<file path="config.mk">
export PLATFORM = sky130hd
export DESIGN_NAME = step_sequencer_flat
export DESIGN_NICKNAME = d
export VERILOG_FILES = /design/src/rtl/step_seq_pkg.sv /design/src/rtl/step_sequencer_if.sv /design/src/rtl/step_table.sv /design/src/rtl/step_sequencer.sv /design/src/flat_wrapper.sv
export SDC_FILE = /design/constraint.sdc
export NUM_CORES = 1
export LEC_CHECK = 0
export CORE_UTILIZATION = 60
export DETAILED_ROUTE_END_ITERATION = 16
export HOLD_SLACK_MARGIN = 0.08
export PLACE_DENSITY = 0.89
export SYNTH_ARGS = -nofsm -noshare
export SYNTH_HDL_FRONTEND = slang
export SYNTH_SLANG_ARGS = --single-unit
</file>
<file path="constraint.sdc">
create_clock -name clk -period 6.1 [get_ports clk]
set_clock_uncertainty 0.05 [all_clocks]
set_input_delay 1.525 -clock clk [delete_from_list [all_inputs] [get_ports clk]]
set_output_delay 1.525 -clock clk [all_outputs]
set_load 0.02 [all_outputs]
</file>
<file path="src/rtl/step_seq_pkg.sv">
// Shared types, default parameters and helpers for the step sequencer.
package step_seq_pkg;

    typedef enum logic [1:0] {IDLE, RUN, DONE} state_t;

    localparam int DEF_DATA_W   = 4;
    localparam int DEF_HOLD_W   = 8;
    localparam int DEF_DEPTH    = 4;
    localparam int DEF_IDLE_VAL = 0;

    // Requested run length saturates at the table depth.
    function automatic int clamp_len(input int len, input int depth);
        return (len > depth) ? depth : len;
    endfunction

endpackage

</file>
<file path="src/rtl/step_sequencer_if.sv">
// Control-side bus between the configuration master and the step sequencer.
interface step_sequencer_if
    import step_seq_pkg::*;
#(
    parameter int DATA_W = DEF_DATA_W,
    parameter int HOLD_W = DEF_HOLD_W,
    parameter int DEPTH  = DEF_DEPTH
);
    localparam int AW = $clog2(DEPTH);

    logic              cfg_we;
    logic [AW-1:0]     cfg_addr;
    logic [DATA_W-1:0] cfg_value;
    logic [HOLD_W-1:0] cfg_hold;
    logic              start;
    logic [AW:0]       len;
    logic              abort;
    logic              busy;
    logic              done;
    logic              res_valid;
    logic [DATA_W-1:0] res_data;
    logic [AW-1:0]     res_idx;

    modport master (
        output cfg_we, cfg_addr, cfg_value, cfg_hold, start, len, abort,
        input  busy, done, res_valid, res_data, res_idx
    );

    modport slave (
        input  cfg_we, cfg_addr, cfg_value, cfg_hold, start, len, abort,
        output busy, done, res_valid, res_data, res_idx
    );

endinterface

</file>
<file path="src/rtl/step_table.sv">
// Step table: DEPTH x (value, hold) registers, one write port usable only
// while idle, one combinational read port.
module step_table #(
    parameter int DATA_W = 4,
    parameter int HOLD_W = 8,
    parameter int DEPTH  = 4
) (
    input  logic                       clk,
    input  logic                       rst,
    input  logic                       idle,
    input  logic                       we,
    input  logic [$clog2(DEPTH)-1:0]   waddr,
    input  logic [DATA_W-1:0]          wvalue,
    input  logic [HOLD_W-1:0]          whold,
    input  logic [$clog2(DEPTH)-1:0]   raddr,
    output logic [DATA_W-1:0]          rvalue,
    output logic [HOLD_W-1:0]          rhold
);
    logic [DEPTH-1:0][DATA_W-1:0] value_q;
    logic [DEPTH-1:0][HOLD_W-1:0] hold_q;

    // The table is frozen outside IDLE so a run always sees a stable schedule.
    always_ff @(posedge clk) begin
        if (rst) begin
            value_q <= '0;
            hold_q  <= '0;
        end else if (we && idle) begin
            value_q[waddr] <= wvalue;
            hold_q[waddr]  <= whold;
        end
    end

    assign rvalue = value_q[raddr];
    assign rhold  = hold_q[raddr];

endmodule

</file>
<file path="src/rtl/step_sequencer.sv">
// Drives the datapath A input through the programmed (value, hold) steps and
// captures B at the end of each step.
module step_sequencer
    import step_seq_pkg::*;
#(
    parameter int                DATA_W   = DEF_DATA_W,
    parameter int                HOLD_W   = DEF_HOLD_W,
    parameter int                DEPTH    = DEF_DEPTH,
    parameter logic [DATA_W-1:0] IDLE_VAL = DATA_W'(DEF_IDLE_VAL)
) (
    input  logic              clk,
    input  logic              rst,
    step_sequencer_if.slave   ctl,
    output logic [DATA_W-1:0] dut_a,
    input  logic [DATA_W-1:0] dut_b
);
    localparam int AW = $clog2(DEPTH);
    localparam int LW = AW + 1;

    state_t            state;
    logic [AW-1:0]     idx;
    logic [AW-1:0]     nxt_idx;
    logic [LW-1:0]     len_q;
    logic [LW-1:0]     len_eff;
    logic [HOLD_W-1:0] hold_cnt;
    logic [DATA_W-1:0] rd_value;
    logic [HOLD_W-1:0] rd_hold;
    logic [DATA_W-1:0] first_value;
    logic [HOLD_W-1:0] first_hold;
    logic              idle;
    logic              fwd0;
    logic              step_end;
    logic              last_step;
    logic              busy_q;
    logic              done_q;
    logic              res_valid_q;
    logic [DATA_W-1:0] res_data_q;
    logic [AW-1:0]     res_idx_q;

    assign idle = (state == IDLE);

    // The read port looks one step ahead so dut_a can be registered at the
    // step boundary; in IDLE it points at entry 0 for the first step.
    assign nxt_idx = (state == RUN) ? idx + AW'(1) : '0;

    step_table #(
        .DATA_W (DATA_W),
        .HOLD_W (HOLD_W),
        .DEPTH  (DEPTH)
    ) u_table (
        .clk    (clk),
        .rst    (rst),
        .idle   (idle),
        .we     (ctl.cfg_we),
        .waddr  (ctl.cfg_addr),
        .wvalue (ctl.cfg_value),
        .whold  (ctl.cfg_hold),
        .raddr  (nxt_idx),
        .rvalue (rd_value),
        .rhold  (rd_hold)
    );

    // A write to entry 0 in the start cycle must already be seen by step 0.
    assign fwd0        = ctl.cfg_we && (ctl.cfg_addr == '0);
    assign first_value = fwd0 ? ctl.cfg_value : rd_value;
    assign first_hold  = fwd0 ? ctl.cfg_hold  : rd_hold;

    assign len_eff   = LW'(clamp_len(int'(ctl.len), DEPTH));
    assign step_end  = (hold_cnt == '0);
    assign last_step = ({1'b0, idx} == len_q - LW'(1));

    always_ff @(posedge clk) begin
        if (rst) begin
            state       <= IDLE;
            idx         <= '0;
            len_q       <= '0;
            hold_cnt    <= '0;
            dut_a       <= IDLE_VAL;
            busy_q      <= 1'b0;
            done_q      <= 1'b0;
            res_valid_q <= 1'b0;
            res_data_q  <= '0;
            res_idx_q   <= '0;
        end else begin
            done_q      <= 1'b0;
            res_valid_q <= 1'b0;
            unique case (state)
                IDLE: begin
                    if (ctl.start) begin
                        len_q <= len_eff;
                        idx   <= '0;
                        if (len_eff == '0) begin
                            state  <= DONE;
                            done_q <= 1'b1;
                        end else begin
                            state    <= RUN;
                            busy_q   <= 1'b1;
                            dut_a    <= first_value;
                            hold_cnt <= first_hold;
                        end
                    end
                end
                RUN: begin
                    if (ctl.abort) begin
                        state  <= IDLE;
                        busy_q <= 1'b0;
                        dut_a  <= IDLE_VAL;
                    end else if (step_end) begin
                        res_valid_q <= 1'b1;
                        res_data_q  <= dut_b;
                        res_idx_q   <= idx;
                        if (last_step) begin
                            state  <= DONE;
                            busy_q <= 1'b0;
                            done_q <= 1'b1;
                            dut_a  <= IDLE_VAL;
                        end else begin
                            idx      <= nxt_idx;
                            dut_a    <= rd_value;
                            hold_cnt <= rd_hold;
                        end
                    end else begin
                        hold_cnt <= hold_cnt - HOLD_W'(1);
                    end
                end
                DONE:    state <= IDLE;
                default: state <= IDLE;
            endcase
        end
    end

    assign ctl.busy      = busy_q;
    assign ctl.done      = done_q;
    assign ctl.res_valid = res_valid_q;
    assign ctl.res_data  = res_data_q;
    assign ctl.res_idx   = res_idx_q;

endmodule

</file>
<file path="src/flat_wrapper.sv">
// flat-port wrapper written by rule: the top's interface ports become plain ports
module step_sequencer_flat import step_seq_pkg::*;
#(
    parameter int                DATA_W   = DEF_DATA_W,
    parameter int                HOLD_W   = DEF_HOLD_W,
    parameter int                DEPTH    = DEF_DEPTH,
    parameter logic [DATA_W-1:0] IDLE_VAL = DATA_W'(DEF_IDLE_VAL)
)
  (clk, rst, dut_a, dut_b, ctl_cfg_we, ctl_cfg_addr, ctl_cfg_value, ctl_cfg_hold, ctl_start, ctl_len, ctl_abort, ctl_busy, ctl_done, ctl_res_valid, ctl_res_data, ctl_res_idx);
  step_sequencer_if #(.DATA_W(DATA_W), .HOLD_W(HOLD_W), .DEPTH(DEPTH)) ctl_i ();
  input  logic clk;
  input  logic rst;
  output logic [DATA_W-1:0] dut_a;
  input  logic [DATA_W-1:0] dut_b;
  input wire logic [$bits(ctl_i.cfg_we)-1:0] ctl_cfg_we;
  input wire logic [$bits(ctl_i.cfg_addr)-1:0] ctl_cfg_addr;
  input wire logic [$bits(ctl_i.cfg_value)-1:0] ctl_cfg_value;
  input wire logic [$bits(ctl_i.cfg_hold)-1:0] ctl_cfg_hold;
  input wire logic [$bits(ctl_i.start)-1:0] ctl_start;
  input wire logic [$bits(ctl_i.len)-1:0] ctl_len;
  input wire logic [$bits(ctl_i.abort)-1:0] ctl_abort;
  output wire logic [$bits(ctl_i.busy)-1:0] ctl_busy;
  output wire logic [$bits(ctl_i.done)-1:0] ctl_done;
  output wire logic [$bits(ctl_i.res_valid)-1:0] ctl_res_valid;
  output wire logic [$bits(ctl_i.res_data)-1:0] ctl_res_data;
  output wire logic [$bits(ctl_i.res_idx)-1:0] ctl_res_idx;
  assign ctl_i.cfg_we = ctl_cfg_we;
  assign ctl_i.cfg_addr = ctl_cfg_addr;
  assign ctl_i.cfg_value = ctl_cfg_value;
  assign ctl_i.cfg_hold = ctl_cfg_hold;
  assign ctl_i.start = ctl_start;
  assign ctl_i.len = ctl_len;
  assign ctl_i.abort = ctl_abort;
  assign ctl_busy = ctl_i.busy;
  assign ctl_done = ctl_i.done;
  assign ctl_res_valid = ctl_i.res_valid;
  assign ctl_res_data = ctl_i.res_data;
  assign ctl_res_idx = ctl_i.res_idx;
  step_sequencer #(.DATA_W(DATA_W), .HOLD_W(HOLD_W), .DEPTH(DEPTH), .IDLE_VAL(IDLE_VAL)) u_core (.clk(clk), .rst(rst), .ctl(ctl_i), .dut_a(dut_a), .dut_b(dut_b));
endmodule
</file>
* Yosys cells after proc, flatten, opt, wreduce, memory -nomap -nowiden
Cells that the tools add are included.
Word-level totals: bits of input ports 26, output and inout port bits 13, logic and storage cells 103, flip-flop bits (word level) 76
Operators by class: bitwise logic cells 2, mux-type cells 50, equal/unequal tests 10, $add $sub $neg 3, reductions and logical operators 16, order comparisons 4
Operators with widths (count):
- 8-bit 2-to-1 mux | 8
- 32-bit bitwise mux | 1
- 4-bit 2-to-1 mux | 8
- 2-bit 2-to-1 mux | 10
- 8-bit binary-select mux with 2-bit select | 1
- 16-bit bitwise mux | 1
- 8-bit demux with 2-bit select | 1
- 8-bit case mux with 2 select lines | 1
- 5-bit AND reduction | 3
- 1-bit 2-to-1 mux | 11
- 4-bit binary-select mux with 2-bit select | 1
- 4-bit demux with 2-bit select | 1
- 8-bit zero test | 1
- 2-bit inequality test (second input constant) | 4
- 2-bit case mux with 2 select lines | 2
- 4-bit case mux with 2 select lines | 1
- 8-bit by 1-bit subtractor with 8-bit output (second input constant) | 1
- 2-bit by 3-bit < comparator with 1-bit output (second input constant) | 2
- 3-bit by 2-bit inequality test with 1-bit output (second input constant) | 2
- 3-bit AND reduction | 2
- 2-bit zero test | 2
- 1-bit case mux with 2 select lines | 2
- 4-bit AND reduction | 1
- 2-bit by 3-bit == test with 1-bit output | 1
- 14 further kinds | 17

* Logic depth before layout (Yosys ltp)
word-level depth 8, mapped depth 9, depth with buffers taken out 8

* Cells and area by module
From an unflattened synthesis, not the netlist that was laid out.
Unflattened totals: cells, all modules 381, area total of the unflattened synthesis 3897.5 sq um
Modules (own cells, without submodules):
- step_table | area each 2262.2 sq um, instances 1, sequential area each 960.9 sq um, cells each 186
- step_sequencer | area each 1635.3 sq um, instances 1, sequential area each 560.5 sq um, cells each 195

* Worst setup path before layout
OpenSTA, ideal clock, no wires.
path kind input to register, start input port ctl_cfg_addr[1], end register u_core.dut_a[0], setup time 0.070 ns, arrival 2.687 ns, path buffers 1, slack 3.293 ns, required time 5.980 ns, stages 6, cells stage by stage or3b_1 > buf_2 > nor2_4 > a22oi_1 > a211o_1 > a21oi_1
On the way: cells in the longest elaborated chain, start to end 6
RTL lines:
- start: declaration | RTL line flat_wrapper.sv:16 | input wire logic [$bits(ctl_i.cfg_addr)-1:0] ctl_cfg_addr;
- 2-bit zero test | RTL line step_sequencer.sv:64 | assign fwd0 = ctl.cfg_we && (ctl.cfg_addr == '0);
- 1-bit logical AND | RTL line step_sequencer.sv:64
- 4-bit 2-to-1 mux | RTL line step_sequencer.sv:65 | assign first_value = fwd0 ? ctl.cfg_value : rd_value;
- 4-bit 2-to-1 mux | RTL line step_sequencer.sv:92 | if (len_eff == '0) begin
- 4-bit 2-to-1 mux | RTL line step_sequencer.sv:89 | if (ctl.start) begin
- 4-bit case mux with 2 select lines | RTL line step_sequencer.sv:87 | unique case (state)
- end signal: assignment | RTL line step_sequencer.sv:98 | dut_a <= first_value;
- end signal: assignment | RTL line step_sequencer.sv:119 | dut_a <= rd_value;
- end: declaration | RTL line step_sequencer.sv:14 | output logic [DATA_W-1:0] dut_a,
No other way between the ends. The select of a mux whose other input is x is not followed. A chain may end at the register's enable or synchronous reset.

* Worst setup path in the final report
start input port ctl_cfg_we, end register u_core.u_table.hold_q[3] (netlist name)
On the way: cells in the longest elaborated chain, start to end 1
RTL lines:
- start: declaration | RTL line flat_wrapper.sv:15 | input wire logic [$bits(ctl_i.cfg_we)-1:0] ctl_cfg_we;
- 1-bit logical AND | RTL line step_table.sv:27 | end else if (we && idle) begin
- end signal: indexed assignment | RTL line step_table.sv:29 | hold_q[waddr] <= whold;
- end: declaration | RTL line step_table.sv:20 | logic [DEPTH-1:0][HOLD_W-1:0] hold_q;
No other way between the ends.

==> summary.md <==
| Metric | Value |
|---|---|
| Slew Limit Fails | `0` |
| Final core occ | `0.726` |
| CTS tree | `built` |
| Routed WL per cell | `16.6 um` |
| RSZ-0062 raised after global routing | `no` |
| Post-synth EDFFs | `0` |
| Row Count | `28` |
| Worst-Skew Late Latency | `350 ps` |
| Hold Slack | `411 ps` |
| Pre-CTS WS | `2080 ps` |
| Most frequent cells in the layout | `dfxtp_1, nand2_1, nor2_1` |
| Initial core utilization | `0.625` |
| CP Class | `in -> reg` |
| WP data required | `6330 ps` |
| Via density | `6.19` |
| Final setup fails | `0` |
| Boundary Pins | `39` |
| TritonRoute pass-1 iters | `5` |
| Reg2reg start | `u_core.idx[0]` |
| Lkg Pwr | `1.58 nW` |
| Die height | `80.8 um` |
| Post-Syn Area | `3720 sq um` |
| R2R setup slack | `3620 ps` |
| Total global routing overflow | `0` |
| R2R cell count | `6` |
| WP data arrival | `3890 ps` |
| First-pass GRT wire length | `14.4 mm` |
| Slew headroom | `0.175` |
| Inserted Diodes | `0` |
| Fin Setup TNS | `0 ps` |
| Post-CTS Resized | `0` |
| Ys flop type | `dfxtp_1` |
| ANT nets after route | `0` |
| Die area | `6520 sq um` |
| Post CTS Setup Buffer Count | `0` |
| Worst Setup Start Kind | `input pin` |
| Largest net degree at the start of global routing | `71` |
| Most common cell after layout, fill and taps aside | `dfxtp_1` |
| Synth async-reset ratio | `0` |
| Clk network pwr share | `0.351` |
| Synth Warn # | `0` |
| Final GP Congestion | `0.854` |
| Post-Synthesis Cells | `437` |
| CTS root buffer | `clkbuf_8` |
| Critical path launch point | `ctl_cfg_we` |
| Synth area leaders | `dfxtp_1, mux2i_1, nand2_1` |
| Switching share of power | `0.293` |
| DR iter-0 viols | `263` |
| Logic pwr share | `0.207` |
| CTS Buffer Depth | `2` |
| Area Growth Syn to Fin | `16.2%` |
| Initial antenna violation count | `1` |
| Worst Tran Pin Value | `1230 ps` |
| Min Tclk post-route | `3660 ps` |
| Hpwl dp | `5.85 mm` |
| Power Internal | `0.000873 W` |
| Setup crit end kind | `flip-flop` |
| Fin crit share | `0.600` |
| CP endpoint | `u_core.u_table.hold_q[3]` |
| Hold WC Path Type | `reg -> reg` |
| Hold_buf cts | `0` |
| Reg area | `1520 sq um` |
| Synth cell types | `56` |
| Mean Syn Cell Area | `8.52 sq um` |
| Fill count | `443` |
| PwrDens | `285 nW/um^2` |
| Status | `finished, final reports clean` |
| Synth top area share | `0.409` |
| FMAX | `0.273 GHz` |
| TritonCTS Sinks | `76` |
| Placed cells | `529` |
| Share of layout cells above drive strength 1 | `0.0725` |
| Final hold viol count | `0` |
| Clk slew on worst S/H paths | `80 ps` |
| Syn_nets | `465` |
| Worst IR drop on VDD | `0.166 mV` |
| Via count | `3368` |
| Sequential share of the synthesized area | `0.409` |
| Core box area | `5960 sq um` |
| Multi-input logic area | `2030 sq um` |
| DRC Markers | `0` |
| Post-Route WL | `9.01 mm` |
| Switch Pwr | `0.000362 W` |
| Worst reg2reg endpoint | `u_core.hold_cnt[6]` |
| Biggest area consumer among synthesized cells | `dfxtp_1` |
| Final std cells w/o fill | `544` |
| Total of max-cap violations | `0` |
| Critical Path Fanout Max | `12` |
| Nets | `493` |
| Sequential Power Share | `0.442` |
| Die Wd | `80.8 um` |
| Setup WS post-layout | `2440 ps` |
| Number of global-route vias before repair | `2994` |
| Global Route Usage Sum | `0.291` |
| Flops & latches, synth | `76` |
| IO buf count | `38` |
| CTS buffer count | `9` |
| CTS H-Tree Depth | `3` |
==> Yosys cell counts (all sizes together), types with 2 or more instances <==
cell and number:
nor3 17, nor2 57, nor4b 2, clkbuf 9
nand3b 2, or4 2, dfxtp 76, buf 18
nand2b 7, a22oi 2, a31o 2, a221oi 2
a31oi 3, a21oi 33, nor2b 3, and2 2
o211ai 3, mux2i 46, o32ai 3, a221o 3
o31ai 9, mux2 3, a211oi 5, a22o 3
xnor2 2, nand4 2, o21a 2, inv 9
and3 3, o22ai 4, nand3 9, nor3b 6
nand2 57, or3 3, o21ai 15, ha 2
==> worst min path at each step <==
stage	slack [ps]	cells after the start	start	endpoint
floorplan	380	2	u_core.u_table.hold_q[7]	u_core.u_table.hold_q[7]
global placement	390	2	u_core.u_table.hold_q[7]	u_core.u_table.hold_q[7]
detailed placement	400	2	u_core.u_table.value_q[0]	u_core.u_table.value_q[0]
CTS	410	2	u_core.u_table.hold_q[1]	u_core.u_table.hold_q[1]
global route	420	2	u_core.u_table.value_q[0]	u_core.u_table.value_q[0]
finish	410	2	u_core.u_table.hold_q[1]	u_core.u_table.hold_q[1]
==> sequential cells by signal, summed over array words and instances, names as in the netlist <==
signal                  flops
u_core.state                2
u_core.dut_a                4
u_core.ctl.done             1
u_core.ctl.res_data         4
u_core.u_table.value_q     16
u_core.hold_cnt             8
u_core.ctl.busy             1
u_core.u_table.hold_q      32
u_core.ctl.res_valid        1
u_core.ctl.res_idx          2
u_core.idx                  2
u_core.len_q                3
==> metal layers <==
layer / wire length [um] / GRT usage
met1: 3980 / 0.380
met2: 4150 / 0.457
met5: 13 / 0
met4: 277 / 0.150
met3: 590 / 0.0562
==> cell families (layout without fill, tap and decap cells) <==
family,after synthesis,after routing,synth area share
multiplexers,49,49,0.133
adder cells (fa/ha/maj),2,2,0.00672
XOR/XNOR,3,3,0.00706
buffers and inverters,36,68,0.0450
flip-flops,76,76,0.409
AND/OR/NAND/NOR,174,174,0.225
AO/OA/AOI/OAI,97,97,0.174
==> per-stage QoR <==
stage               total power (W)  area [sq um]
floorplan                  0.000731          3720
global route                0.00128          4330
finish                      0.00123          4330
CTS                         0.00123          4330
detailed placement         0.000802          4100
global placement           0.000795          4100
==> final cells by class <==
cell class                      count  area share
Clock buffer                       11      0.0350
Tap cell                           75      0.0217
Sequential cell                    76       0.352
Multi-Input combinational cell    325       0.470
Inverter                            9     0.00781
Clock inverter                      4      0.0168
Timing Repair Buffer               44      0.0972
==> worst max-delay path: stages <==
cell,delay [ps]
clkdlybuf4s50_1,540
or3b_1,540
nor3_1,990
nand2_1,130
a21oi_1,160
==> power by group through the flow <==
stage               combinational, W  sequential, W  clock (W)
floorplan                   0.000177       0.000554          0
global placement            0.000241       0.000554          0
detailed placement          0.000247       0.000556          0
CTS                         0.000250       0.000544   0.000436
global route                0.000277       0.000548   0.000460
finish                      0.000256       0.000545   0.000433
Power figures use the tool's default switching activity.
